--- src/rtl/truth_table_sweeper.sv ---
// truth_table_sweeper: walks a 3-input function bank through rows 0..7,
// captures each row after a settle time and streams it out with a signature.
module truth_table_sweeper #(
    parameter int NUM_FUNCS     = 9,
    parameter int SETTLE_CYCLES = 2
) (
    input  logic                 clk,
    input  logic                 reset,
    input  logic                 start,
    output logic                 busy,
    output logic                 done,
    output logic                 n,
    output logic                 g,
    output logic                 s,
    input  logic [NUM_FUNCS-1:0] f_in,
    output logic                 row_valid,
    input  logic                 row_ready,
    output logic [2:0]           row_index,
    output logic [NUM_FUNCS-1:0] row_results,
    output logic [NUM_FUNCS-1:0] signature
);

    typedef enum logic [1:0] {
        IDLE,
        SETTLE,
        EMIT,
        DONE
    } state_t;

    // Capture happens on the edge that closes the last settle cycle.
    localparam logic [3:0] SETTLE_LAST = 4'(SETTLE_CYCLES - 1);

    state_t     state;
    logic [2:0] row_cnt;
    logic [3:0] settle_cnt;

    // Sweep sequencer; every output is registered here.
    always_ff @(posedge clk) begin
        if (reset) begin
            state       <= IDLE;
            row_cnt     <= 3'd0;
            settle_cnt  <= 4'd0;
            busy        <= 1'b0;
            done        <= 1'b0;
            n           <= 1'b0;
            g           <= 1'b0;
            s           <= 1'b0;
            row_valid   <= 1'b0;
            row_index   <= 3'd0;
            row_results <= '0;
            signature   <= '0;
        end else begin
            unique case (state)
                IDLE: begin
                    if (start) begin
                        state      <= SETTLE;
                        row_cnt    <= 3'd0;
                        {n, g, s}  <= 3'b000;
                        settle_cnt <= 4'd0;
                        busy       <= 1'b1;
                        signature  <= '0;
                    end
                end
                SETTLE: begin
                    if (settle_cnt == SETTLE_LAST) begin
                        row_results <= f_in;
                        row_index   <= row_cnt;
                        signature   <= signature ^ f_in;
                        row_valid   <= 1'b1;
                        state       <= EMIT;
                    end else begin
                        settle_cnt <= settle_cnt + 4'd1;
                    end
                end
                EMIT: begin
                    if (row_ready) begin
                        row_valid <= 1'b0;
                        if (row_cnt == 3'd7) begin
                            done  <= 1'b1;
                            state <= DONE;
                        end else begin
                            row_cnt    <= row_cnt + 3'd1;
                            {n, g, s}  <= row_cnt + 3'd1;
                            settle_cnt <= 4'd0;
                            state      <= SETTLE;
                        end
                    end
                end
                DONE: begin
                    done  <= 1'b0;
                    busy  <= 1'b0;
                    state <= IDLE;
                end
                default: state <= IDLE;
            endcase
        end
    end

endmodule
--- config.mk ---
export PLATFORM = sky130hd
export DESIGN_NAME = truth_table_sweeper
export DESIGN_NICKNAME = d
export VERILOG_FILES = /design/src/rtl/truth_table_sweeper.sv
export SDC_FILE = /design/constraint.sdc
export NUM_CORES = 1
export LEC_CHECK = 0
export BUFFER_PORTS_ARGS = -buffer_cell sky130_fd_sc_hd__buf_2
export CAP_MARGIN = 20
export CORE_MARGIN = 2
export CORE_UTILIZATION = 45
export DETAILED_ROUTE_END_ITERATION = 10
export PLACE_DENSITY = 0.73
export SLEW_MARGIN = 20
export SYNTH_ARGS = -nofsm -noshare
export SYNTH_HDL_FRONTEND = slang
export SYNTH_SLANG_ARGS = --single-unit
--- constraint.sdc ---
create_clock -name clk -period 1.5 [get_ports clk]
set_input_delay 0.3 -clock clk [delete_from_list [all_inputs] [get_ports clk]]
set_output_delay 0.3 -clock clk [all_outputs]
set_load 0.01 [all_outputs]
==> PnR_summary.wiki, run 1 <==
{| class="wikitable"
! Metric !! Value
|-
| Result of the run || complete, but fails checks
|-
| Failing checks || setup timing
|-
| Number of design-rule violations left by the first detailed-router iteration || 60
|-
| Worst slew pin tran || ~360 ps
|-
| Clock slew seen by the registers of the worst setup and hold paths || around 100 ps
|-
| Syn_area_per_cell || ~8.6 um2
|-
| Leading cell types in the layout, fill and taps excluded || 39 x sky130_fd_sc_hd__buf_2, 30 x sky130_fd_sc_hd__dfxtp_1, 29 x sky130_fd_sc_hd__a21oi_1, 27 x sky130_fd_sc_hd__nand3_1, 19 x sky130_fd_sc_hd__buf_4
|-
| Initial antenna violation count || 0
|-
| Endpoint required time on the critical path || ~1800 ps
|-
| Maximum vdd ir drop || roughly 450 uV
|-
| Residual antenna-violating net count after detailed routing || 0
|-
| Count of final setup violators || 1
|-
| Gpl congestion || just under 0.8
|-
| Worst Hold Margin || 221.0 ps
|-
| EDFF count, synth || 0
|-
| Root buffer cell || sky130_fd_sc_hd__clkbuf_4
|-
| GRT Overall Usage || 0.2026
|-
| Synthesized area || between 1500 and 2000 um2
|-
| Cells after synthesis || 190
|-
| Post-CTS Hold Buffers || 0
|-
| Share of synthesized area occupied by flip-flops and latches || 0.4055
|-
| Ports placed on the boundary || 40
|-
| Final setup TNS || -15.38 ps
|-
| Number of clock sinks || 33
|-
| Synthesis-to-layout area growth || 26.19%
|-
| Final critical path time including I/O delays and setup || about 1500 ps
|-
| Placed wire-length estimate after detailed placement || 2691 um
|-
| Max cap viols || 0
|-
| Drt wl/cell || 13.27 um
|-
| Quantity of I/O buffers inserted on ports || 39
|-
| Fin. Hold Viols || 0
|-
| Post-layout power || 1789 uW
|-
| Number of nets produced by synthesis || around 210
|-
| Total die area || 4117 um2
|-
| DRC viols || 0
|-
| Number of global-route vias before repair || between 1,000 and 1,500
|-
| CTS Buf Count || 5
|-
| Number of iterations in the first detailed-routing pass || 4
|-
| Final cycle utilization of the critical path || 1.010
|-
| Setup slack of the critical path after layout || -15.38 ps
|-
| Class of the tightest hold or removal check || primary input to flop
|-
| Filler Cell Count || 335
|-
| Worst Clk Skew || approximately 7.4 ps
|-
| NumNets Final || 256
|-
| Startpoint types || flop
|-
| Worst slack at placement || 0.3896 ps
|-
| Leakage power || about 0.00086 uW
|-
| Number of distinct standard cells referenced by the synthesized netlist || 37
|-
| Crit path DAT || 1790 ps
|-
| Insertion delay to the later sink of the worst-skew pair || about 330 ps
|-
| Fraction of layout instances using a drive strength above 1 || 0.3138
|-
| Number of slew-limit violations in the final report || 0
|-
| Die Height || ~64 um
|-
| Number of synthesis warnings || 0
|-
| Antenna cell count || 0
|-
| Area of the core || roughly 3400 um2
|-
| Cell count of the worst reg-to-reg path || 5
|-
| Initial core utilization || 0.4769
|-
| Tightest slew margin relative to the limit || 0.7568
|-
| Non-filler cells, final || about 290
|-
| H-tree levels || 2
|-
| FMAX || 0.6599 GHz
|-
| Number of storage elements in the synthesis netlist || 33
|-
| Power density relative to cell area || 870.5 nW/um2
|-
| Wire length after detailed routing || between 3000 and 4000 um
|-
| Worst setup EP type || flop
|-
| Most common flop cell mapped by yosys || sky130_fd_sc_hd__dfxtp_1
|-
| Global-route wire length before repair || ~6500 um
|-
| CP Class || flop to flop
|-
| Clock tree from TritonCTS || built
|-
| Largest net degree at the start of global routing || 22
|-
| CP Max Fanout || 2
|-
| Rows || 21
|-
| Cells on Worst Hold Path || 3
|-
| Most frequent standard cell in the layout excluding fill and tap cells || sky130_fd_sc_hd__buf_2
|-
| Clk buf depth || 2
|-
| GRT Residual Overflow || 0
|-
| Number of placed instances, taps included || 276
|-
| Drt via density || 5.333
|-
| Setup repair after global routing missed its margin || true
|-
| Horiz. Die Dim || 64.17 um
|-
| Asr flop ratio synth || 0
|-
| Vias after detailed routing || between 1,500 and 2,000
|}
[cell type report]
type	instances	area (um2)	share of cell area
Clock buffer	7	55.05	0.02678
Inverter	4	15.01	0.007304
Multi-Input combinational cell	136	914.6	0.4449
Sequential cell	33	664.4	0.3232
Tap cell	46	57.56	0.02800
Timing Repair Buffer	59	349.1	0.1698
[per-layer routing]
metal / share of wire / wire, um / track usage / vias to the layer above
met1: 0.46 / 1748 / 0.2303 / 703
met2: 0.48 / 1813 / 0.3529 / 29
met3: 0.045 / 172 / 0.06514 / 6
met4: 0.012 / 47 / 0.07447 / 0
met5: 0 / 0 / 0 / -
li1: - / - / - / 782
[critical path, stage by stage (launching register included)]
cell and delay [ps]:
sky130_fd_sc_hd__dfxtp_2 350, sky130_fd_sc_hd__ha_4 160, sky130_fd_sc_hd__ha_4 150, sky130_fd_sc_hd__nand4bb_4 190, sky130_fd_sc_hd__or4b_1 470, sky130_fd_sc_hd__a21oi_1 130
[Yosys cell counts (2+ instances only)]
master                     count  area (um2)
sky130_fd_sc_hd__a21oi_1      29       145.1
sky130_fd_sc_hd__a31oi_1       2       12.51
sky130_fd_sc_hd__buf_2         5       25.02
sky130_fd_sc_hd__clkbuf_1      9       33.78
sky130_fd_sc_hd__clkbuf_2      2       10.01
sky130_fd_sc_hd__dfxtp_1      33       660.6
sky130_fd_sc_hd__ha_1          4       50.05
sky130_fd_sc_hd__inv_1         4       15.01
sky130_fd_sc_hd__mux2i_1       9       90.09
sky130_fd_sc_hd__nand2_1       4       15.01
sky130_fd_sc_hd__nand2b_1     13       81.33
sky130_fd_sc_hd__nand3_1      27       135.1
sky130_fd_sc_hd__nand3b_1     10       75.07
sky130_fd_sc_hd__nand4b_1      2       17.52
sky130_fd_sc_hd__nor2b_1       2       12.51
sky130_fd_sc_hd__nor4_1        2       12.51
sky130_fd_sc_hd__o21ai_0      13       65.06
[final timing paths]
kind	start	endpoint	slack [ps]
worst max-delay path	g	s	-20
worst min register to register	row_valid	row_valid	480
worst max register to register	g	s	-20
worst min-delay path	f_in[3]	row_results[3]	220
[logic make-up (layout without fill, tap and decap cells)]
kind of cell,after synthesis,in the layout,share of synthesized area
multiplexers,9,9,0.05530
AND/OR/NAND/NOR,73,73,0.2850
adder cells (fa/ha/maj),4,4,0.03072
AO/OA/AOI/OAI,50,50,0.1651
buffers and inverters,21,70,0.05836
flip-flops,33,33,0.4055
[registers in the layout (all words and copies together) (netlist names)]
| signal | flops |
|---|---|
| s | 1 |
| done | 1 |
| signature | 9 |
| g | 1 |
| n | 1 |
| row_index | 3 |
| row_results | 9 |
| busy | 1 |
| row_valid | 1 |
| state | 2 |
| settle_cnt | 4 |
[where the power goes]
part           leakage [uW]  switching (uW)  internal (uW)  total (uW)
registers          0.000269            21.1            911         932
logic              0.000563             200            151         351
clock network     0.0000314             285            221         506
[timing repair]
action / 4_1_cts / 5_1_grt
endpoints found under the setup margin: 2 / 12
setup buffers: 0 / 2
resized for setup: 0 / 11
pin swaps: 1 / 1
[metrics by stage]
stage               utilization  area (um2)
global route             0.6018        2056
global placement         0.5802        1982
finish                   0.6018        2056
floorplan                     -        1683
CTS                      0.5963        2037
detailed placement       0.5802        1982
Note: power is estimated with default switching activity, not from simulation.
==> inputs of run 2 (changes only) <==
--- a/config.mk
+++ b/config.mk
@@ -8,9 +8,9 @@
 export BUFFER_PORTS_ARGS = -buffer_cell sky130_fd_sc_hd__buf_2
 export CAP_MARGIN = 20
 export CORE_MARGIN = 2
-export CORE_UTILIZATION = 45
+export CORE_UTILIZATION = 30
 export DETAILED_ROUTE_END_ITERATION = 10
-export PLACE_DENSITY = 0.73
+export PLACE_DENSITY = 0.53
 export SLEW_MARGIN = 20
 export SYNTH_ARGS = -nofsm -noshare
 export SYNTH_HDL_FRONTEND = slang
==> constraint.sdc (replaced) <==
create_clock -name clk -period 1.5 [get_ports clk]
set_input_delay 0.3 -clock clk [delete_from_list [all_inputs] [get_ports clk]]
set_output_delay 0.3 -clock clk [all_outputs]
set_load 0.1 [all_outputs]
==> run 2 against run 1 <==
Against the previous run: the run still ends with setup timing left; register-to-register slack worse by 20 ps; clock skew down 4.1 ps; worst setup slack worse by 15 ps; combinational power up 54%; global-route usage down 5.6 points; design area up 5.2%; via count up 2.3%; non-clock buffer count down 3; cell count up 8.1%; largest cell class unchanged.
==> PnR_summary.wiki, run 2 (synthesized netlist as in run 1, its figures left out) <==
{| class="wikitable"
! Metric !! Value
|-
| Result of the run || complete, but fails checks (unchanged)
|-
| Failing checks || setup timing (unchanged)
|-
| Clock network fraction of total power || 0.311 (was 0.283)
|-
| Endpoint required time on the critical path || 1720 ps (was 1770 ps)
|-
| Maximum vdd ir drop || 360.7 uV (was 454.4 uV)
|-
| Number of buffer and inverter stages on the critical path || 0 (unchanged)
|-
| Worst Clk Skew || 3.331 ps (was 7.402 ps)
|-
| H-tree levels || 2 (unchanged)
|-
| Crit path DAT || 1750 ps (was 1790 ps)
|-
| Startpoint types || flop (unchanged)
|-
| CP Class || flop to flop (unchanged)
|-
| Cells on Worst Hold Path || 3 (unchanged)
|-
| Initial antenna violation count || 0 (unchanged)
|-
| Rows || 26 (was 21)
|-
| Cell seen most often among critical-path stages || sky130_fd_sc_hd__ha_4 (unchanged)
|-
| Global-route wire length before repair || 6906 um (was 6486 um)
|-
| Leakage power || 0.0008767 uW (was 0.0008638 uW)
|-
| Number of slew-limit violations in the final report || 0 (unchanged)
|-
| Count of final setup violators || 1 (unchanged)
|-
| Ordered list of cells on the worst path || ha_4 -> ha_4 -> nand4bb_4 -> or4b_4 -> a21oi_2 (was ha_4 -> ha_4 -> nand4bb_4 -> or4b_1 -> a21oi_1)
|-
| Endpoint of the worst-slack reg-to-reg timing path || s (unchanged)
|-
| Die Height || 77.69 um (was 64.17 um)
|-
| Insertion delay to the later sink of the worst-skew pair || 290 ps (was 330 ps)
|-
| Setup slack, reg-to-reg || -30 ps (was -20 ps)
|-
| GRT Residual Overflow || 0 (unchanged)
|-
| Worst slack at placement || -25.74 ps (was 0.3896 ps)
|-
| Post-CTS Hold Buffers || 0 (unchanged)
|-
| Clock tree from TritonCTS || built (unchanged)
|-
| Final critical path time including I/O delays and setup || 1530 ps (was 1515 ps)
|-
| Internal Pwr Total || 1386 uW (was 1283 uW)
|-
| Max cap viols || 0 (unchanged)
|-
| Worst setup EP type || flop (unchanged)
|-
| Leading cell types in the layout, fill and taps excluded || 36 x sky130_fd_sc_hd__buf_2, 29 x sky130_fd_sc_hd__dfxtp_1, 27 x sky130_fd_sc_hd__nand3_1, 27 x sky130_fd_sc_hd__a21oi_1, 17 x sky130_fd_sc_hd__buf_4 (was 39 x sky130_fd_sc_hd__buf_2, 30 x sky130_fd_sc_hd__dfxtp_1, 29 x sky130_fd_sc_hd__a21oi_1, 27 x sky130_fd_sc_hd__nand3_1, 19 x sky130_fd_sc_hd__buf_4)
|-
| Filler Cell Count || 551 (was 335)
|-
| Placed wire-length estimate after detailed placement || 2947 um (was 2691 um)
|-
| Setup slack of the critical path after layout || -30.41 ps (was -15.38 ps)
|-
| Power density relative to cell area || 988.6 nW/um2 (was 870.5 nW/um2)
|-
| CTS Buf Count || 5 (unchanged)
|-
| Worst path depth || 5 (unchanged)
|-
| GRT Overall Usage || 0.1466 (was 0.2026)
|-
| Tightest slew margin relative to the limit || 0.6759 (was 0.7568)
|-
| Worst slew pin tran || 489.5 ps (was 364.8 ps)
|-
| Biggest regs || row_results x9, signature x9, settle_cnt x4 (unchanged)
|-
| Gpl congestion || 0.7930 (was 0.7765)
|-
| Setup repair after global routing missed its margin || true (unchanged)
|-
| Root buffer cell || sky130_fd_sc_hd__clkbuf_8 (was sky130_fd_sc_hd__clkbuf_4)
|-
| NumNets Final || 254 (was 256)
|-
| Cell count of the worst reg-to-reg path || 5 (unchanged)
|-
| Slowest stage delay, CP || 500 ps (was 470 ps)
|-
| Fraction of layout instances using a drive strength above 1 || 0.3361 (was 0.3138)
|-
| Ports placed on the boundary || 40 (unchanged)
|-
| Residual antenna-violating net count after detailed routing || 0 (unchanged)
|-
| FMAX || 0.6534 GHz (was 0.6599 GHz)
|-
| Seq pwr share || 0.437 (was 0.521)
|-
| Most frequent standard cell in the layout excluding fill and tap cells || sky130_fd_sc_hd__buf_2 (unchanged)
|-
| Clk buf depth || 2 (unchanged)
|-
| Hold-critical path endpoint || row_results[7] (was row_results[3])
|-
| Area of the core || 5172 um2 (was 3416 um2)
|-
| CP Max Fanout || 2 (unchanged)
|-
| Drt via density || 5.049 (was 5.333)
|-
| Number of clock sinks || 33 (unchanged)
|-
| Clock slew seen by the registers of the worst setup and hold paths || 70 ps (was 100 ps)
|-
| Horiz. Die Dim || 77.69 um (was 64.17 um)
|-
| Antenna cell count || 0 (unchanged)
|-
| Fin. Hold Viols || 0 (unchanged)
|-
| Number of iterations in the first detailed-routing pass || 4 (unchanged)
|-
| Launching point of the worst reg2reg path || g (unchanged)
|-
| Final cycle utilization of the critical path || 1.020 (was 1.010)
|-
| Share of the core filled with cells || 0.4182 (was 0.6018)
|-
| Synthesis-to-layout area growth || 32.80% (was 26.19%)
|-
| Wire length after detailed routing || 4379 um (was 3782 um)
|-
| Area used by multi-input combinational logic || 948.4 um2 (was 914.6 um2)
|-
| CP max stage cell || sky130_fd_sc_hd__or4b_4 (was sky130_fd_sc_hd__or4b_1)
|-
| Part of the total power dissipated in combinational logic || 0.252 (was 0.196)
|-
| Class of the tightest hold or removal check || primary input to flop (unchanged)
|-
| Total die area || 6036 um2 (was 4117 um2)
|-
| Hold path startpoint || f_in[7] (was f_in[3])
|-
| Reported net switching power || 752.7 uW (was 506.2 uW)
|-
| Quantity of I/O buffers inserted on ports || 39 (unchanged)
|-
| Number of global-route vias before repair || 1,399 (was 1,486)
|-
| DRC viols || 0 (unchanged)
|-
| Initial core utilization || 0.3149 (was 0.4769)
|-
| Vias after detailed routing || 1,555 (was 1,520)
|-
| Number of design-rule violations left by the first detailed-router iteration || 72 (was 60)
|-
| Area taken by flip-flops and latches || 670.6 um2 (was 664.4 um2)
|-
| Fraction of power spent switching nets || 0.3519 (was 0.2829)
|-
| Drt wl/cell || 14.22 um (was 13.27 um)
|-
| Number of setup buffers added after CTS || 0 (unchanged)
|-
| Largest net degree at the start of global routing || 22 (unchanged)
|-
| Kind of cell adding the most delay to the critical path || simple AND/OR/NAND/NOR gates (unchanged)
|-
| Post-layout power || 2139 uW (was 1789 uW)
|}
## run 2: changes by cell type in the layout (fill, tap and decap cells not counted), sizes merged
cell and change:
buf -3, clkinv +2, clkbuf -1, or3b +1
## run 2: tightest hold or removal path, delay by kind of cell
kind,cells,cell delay [ps]
buf+inv,1,100
compound gates,1,50
simple gates,1,60
## run 2: worst max path at each step
stage / from / end / slack [ps]
CTS: g / s / -30
global placement: s / s / -70
global route: g / s / -90
detailed placement: s / s / -30
finish: g / s / -30
floorplan: s / s / -220
## run 2: area by class of cell
type	instances	share of cell area
flip-flops and latches	33	0.3100
repair buffers	56	0.1660
multi-input cells	137	0.4384
clock buffers	6	0.03355
clock inverters	2	0.004627
well taps	70	0.04049
inverters	4	0.006940
## run 2: routing by layer
metal,global-route usage,part of all wire,vias up
met3,0.03953,0.057,6
li1,-,-,780
met4,0.07500,0.022,0
met1,0.2017,0.49,725
met2,0.2086,0.43,44
met5,0,0,-
## run 2: through the flow
stage	cell area, um2	TNS, ps	std cells	hold WS (ps)
after floorplan	1692	-219.9	190	447.7
after global placement	2043	-68.03	299	458.1
after detailed placement	2043	-25.74	299	463.3
after CTS	2128	-30.18	307	261.8
after global routing	2163	-88.68	308	274.6
final	2163	-30.41	308	272.1
## run 2: repair_timing
action / in CTS / in global routing
endpoints found under the setup margin: 2 / 16
cloned: 0 / 1
gates resized for setup: 1 / 10
pin swaps: 3 / 1
## run 2: power groups by stage
stage / sequential [uW] / combinational, uW / clock [uW]
global placement: 953 / 521 / 0
finish: 934 / 540 / 665
CTS: 933 / 524 / 690
global route: 939 / 575 / 730
detailed placement: 954 / 523 / 0
floorplan: 1140 / 223 / 0
==> inputs of run 3 (changes only) <==
--- a/config.mk
+++ b/config.mk
@@ -5,7 +5,7 @@
 export SDC_FILE = /design/constraint.sdc
 export NUM_CORES = 1
 export LEC_CHECK = 0
-export BUFFER_PORTS_ARGS = -buffer_cell sky130_fd_sc_hd__buf_2
+export BUFFER_PORTS_ARGS = -buffer_cell sky130_fd_sc_hd__buf_4
 export CAP_MARGIN = 20
 export CORE_MARGIN = 2
 export CORE_UTILIZATION = 30
==> run 3 against run 2 <==
Against the previous run: design area grew 4.0%; wire length shrank 5.6%; largest power group unchanged; critical endpoint unchanged; the run still ends with setup timing left; maximum frequency down 2.5%.
==> PnR_summary.wiki, run 3 (synthesized netlist as in run 1, its figures left out) <==
{| class="wikitable"
! Metric !! Value
|-
| Maximum vdd ir drop || 372.4 uV (was 360.7 uV)
|-
| Hold path startpoint || reset (was f_in[7])
|-
| Residual antenna-violating net count after detailed routing || 0 (unchanged)
|-
| Number of iterations in the first detailed-routing pass || 4 (unchanged)
|-
| Fin. Hold Viols || 0 (unchanged)
|-
| NumNets Final || 255 (was 254)
|-
| Initial core utilization || 0.3149 (unchanged)
|-
| Horiz. Die Dim || 77.69 um (unchanged)
|-
| Setup slack of the critical path after layout || -69.37 ps (was -30.41 ps)
|-
| Global-route wire length before repair || 6679 um (was 6906 um)
|-
| Origin of the worst setup path || s (was g)
|-
| Placed wire-length estimate after detailed placement || 3011 um (was 2947 um)
|-
| Class of the tightest hold or removal check || primary input to flop (unchanged)
|-
| FMAX || 0.6372 GHz (was 0.6534 GHz)
|-
| Area of the core || 5172 um2 (unchanged)
|-
| GRT Residual Overflow || 0 (unchanged)
|-
| Endpoint of the worst-slack reg-to-reg timing path || s (unchanged)
|-
| Clock network fraction of total power || 0.372 (was 0.311)
|-
| Ports placed on the boundary || 40 (unchanged)
|-
| Capturing element of the worst setup path || s (unchanged)
|-
| Clock slew seen by the registers of the worst setup and hold paths || 70 ps (about the same)
|-
| Wire length after detailed routing || 4133 um (was 4379 um)
|-
| Leading cell types in the layout, fill and taps excluded || 58 x sky130_fd_sc_hd__buf_4, 29 x sky130_fd_sc_hd__dfxtp_1, 28 x sky130_fd_sc_hd__a21oi_1, 27 x sky130_fd_sc_hd__nand3_1, 13 x sky130_fd_sc_hd__nand2b_1 (was 36 x sky130_fd_sc_hd__buf_2, 29 x sky130_fd_sc_hd__dfxtp_1, 27 x sky130_fd_sc_hd__nand3_1, 27 x sky130_fd_sc_hd__a21oi_1, 17 x sky130_fd_sc_hd__buf_4)
|-
| Cell count of the worst reg-to-reg path || 5 (unchanged)
|-
| Number of clock sinks || 33 (unchanged)
|-
| Crit path DAT || 1790 ps (was 1750 ps)
|-
| Rows || 26 (unchanged)
|-
| Number of setup buffers added after CTS || 0 (unchanged)
|-
| Clk buf depth || 2 (unchanged)
|-
| Most frequent standard cell in the layout excluding fill and tap cells || sky130_fd_sc_hd__buf_4 (was sky130_fd_sc_hd__buf_2)
|-
| Worst slew pin tran || 333.7 ps (was 489.5 ps)
|-
| Part of the total power dissipated in combinational logic || 0.233 (was 0.252)
|-
| Largest net degree at the start of global routing || 24 (was 22)
|-
| CP Class || flop to flop (unchanged)
|-
| Post-layout power || 2367 uW (was 2139 uW)
|-
| Worst setup EP type || flop (unchanged)
|-
| Number of design-rule violations left by the first detailed-router iteration || 96 (was 72)
|-
| Internal Pwr Total || 1625 uW (was 1386 uW)
|-
| Clock tree from TritonCTS || built (unchanged)
|-
| DRC viols || 0 (unchanged)
|-
| Startpoint types || flop (unchanged)
|-
| Max cap viols || 0 (unchanged)
|-
| Worst Clk Skew || 6.234 ps (was 3.331 ps)
|-
| Tightest slew margin relative to the limit || 0.7744 (was 0.6759)
|-
| Seq pwr share || 0.395 (was 0.437)
|-
| Result of the run || complete, but fails checks (unchanged)
|-
| Worst slack at placement || -77.97 ps (was -25.74 ps)
|-
| Final cycle utilization of the critical path || 1.046 (was 1.020)
|-
| Leakage power || 0.0009004 uW (was 0.0008767 uW)
|-
| Reported net switching power || 742.8 uW (was 752.7 uW)
|-
| Synthesis-to-layout area growth || 38.10% (was 32.80%)
|-
| GRT Overall Usage || 0.1409 (was 0.1466)
|-
| Post-CTS Hold Buffers || 0 (unchanged)
|-
| Fraction of power spent switching nets || 0.3138 (was 0.3519)
|-
| Number of global-route vias before repair || 1,334 (was 1,399)
|-
| Drt via density || 4.903 (was 5.049)
|-
| Biggest regs || row_results x9, signature x9, settle_cnt x4 (unchanged)
|-
| Initial antenna violation count || 0 (unchanged)
|-
| Final critical path time including I/O delays and setup || 1569 ps (was 1530 ps)
|-
| Drt wl/cell || 13.38 um (was 14.22 um)
|-
| Number of slew-limit violations in the final report || 0 (unchanged)
|-
| Power density relative to cell area || 1052 nW/um2 (was 988.6 nW/um2)
|-
| Vias after detailed routing || 1,515 (was 1,555)
|-
| CP Max Fanout || 2 (unchanged)
|-
| Total die area || 6036 um2 (unchanged)
|-
| Root buffer cell || sky130_fd_sc_hd__clkbuf_8 (unchanged)
|-
| Failing checks || setup timing (unchanged)
|-
| Endpoint required time on the critical path || 1720 ps (about the same)
|-
| Insertion delay to the later sink of the worst-skew pair || 290 ps (about the same)
|-
| Count of final setup violators || 1 (unchanged)
|-
| Antenna cell count || 0 (unchanged)
|-
| Setup slack, reg-to-reg || -70 ps (was -30 ps)
|-
| CTS Buf Count || 5 (unchanged)
|-
| Fraction of layout instances using a drive strength above 1 || 0.3305 (was 0.3361)
|-
| Setup repair after global routing missed its margin || true (unchanged)
|-
| Die Height || 77.69 um (unchanged)
|-
| Launching point of the worst reg2reg path || s (was g)
|-
| Filler Cell Count || 534 (was 551)
|-
| H-tree levels || 2 (unchanged)
|-
| Quantity of I/O buffers inserted on ports || 39 (unchanged)
|-
| Gpl congestion || 0.8227 (was 0.7930)
|}
-- run 3: cell types whose count changed in the layout (fill, tap and decap cells not counted), sizes merged --
| cell | before | now |
|---|---|---|
| or3b | 3 | 2 |
| bufinv | 0 | 1 |
| clkinv | 2 | 0 |
| clkbuf | 6 | 7 |
| buf | 56 | 58 |
-- run 3: power groups by stage --
stage          combinational, uW  sequential [uW]  clock, uW
6_report                     551              936        880
4_1_cts                      554              936        900
2_1_floorplan                223             1140          0
3_3_place_gp                 551              956          0
5_1_grt                      590              941        939
3_5_place_dp                 553              956          0
-- run 3: how the worst min path moves through the flow --
stage / to / cells after the start
6_report: s / 2
5_1_grt: s / 2
4_1_cts: s / 2
3_5_place_dp: row_valid / 2
3_3_place_gp: row_valid / 2
2_1_floorplan: row_results[0] / 2
-- run 3: per-layer routing --
metal | wire, um | vias to the layer above | GRT usage | part of all wire
met5 | 0 | - | 0 | 0
met4 | 80 | 0 | 0.05893 | 0.019
met3 | 187 | 8 | 0.03953 | 0.045
met2 | 1785 | 37 | 0.2034 | 0.43
met1 | 2079 | 688 | 0.1955 | 0.50
li1 | - | 782 | - | -
-- run 3: per-stage QoR --
stage / cell area, um2 / hold WS, ps / utilization / TNS [ps] / cells
2_1_floorplan: 1692 / 447.7 / - / -219.9 / 190
3_3_place_gp: 2126 / 463.6 / 0.4110 / -74.48 / 301
3_5_place_dp: 2126 / 465.5 / 0.4110 / -77.97 / 301
4_1_cts: 2250 / 235.9 / 0.4349 / -94.07 / 309
5_1_grt: 2250 / 243.7 / 0.4349 / -104.1 / 309
6_report: 2250 / 240.0 / 0.4349 / -69.37 / 309
-- run 3: repair_timing --
action                     4_1_cts  5_1_grt
gates resized for setup          2        4
setup endpoints to repair        1        5
pin swaps                        2        1
-- run 3: worst max-delay path: stages (launching register included) --
cell and delay [ps]:
sky130_fd_sc_hd__dfxtp_4 350, sky130_fd_sc_hd__ha_4 160, sky130_fd_sc_hd__ha_4 150, sky130_fd_sc_hd__nand4bb_4 180
sky130_fd_sc_hd__or4b_4 520, sky130_fd_sc_hd__a21oi_2 140
-- run 3: final cells by class --
| type | count | area [um2] | share of cell area |
|---|---|---|---|
| clock buffer | 7 | 86.33 | 0.03838 |
| clock inverter | 1 | 30.03 | 0.01335 |
| inverter | 4 | 15.01 | 0.006674 |
| multi-input combinational | 136 | 924.6 | 0.4110 |
| sequential | 33 | 670.6 | 0.2981 |
| tap | 70 | 87.58 | 0.03893 |
| timing repair buffer | 58 | 435.4 | 0.1935 |
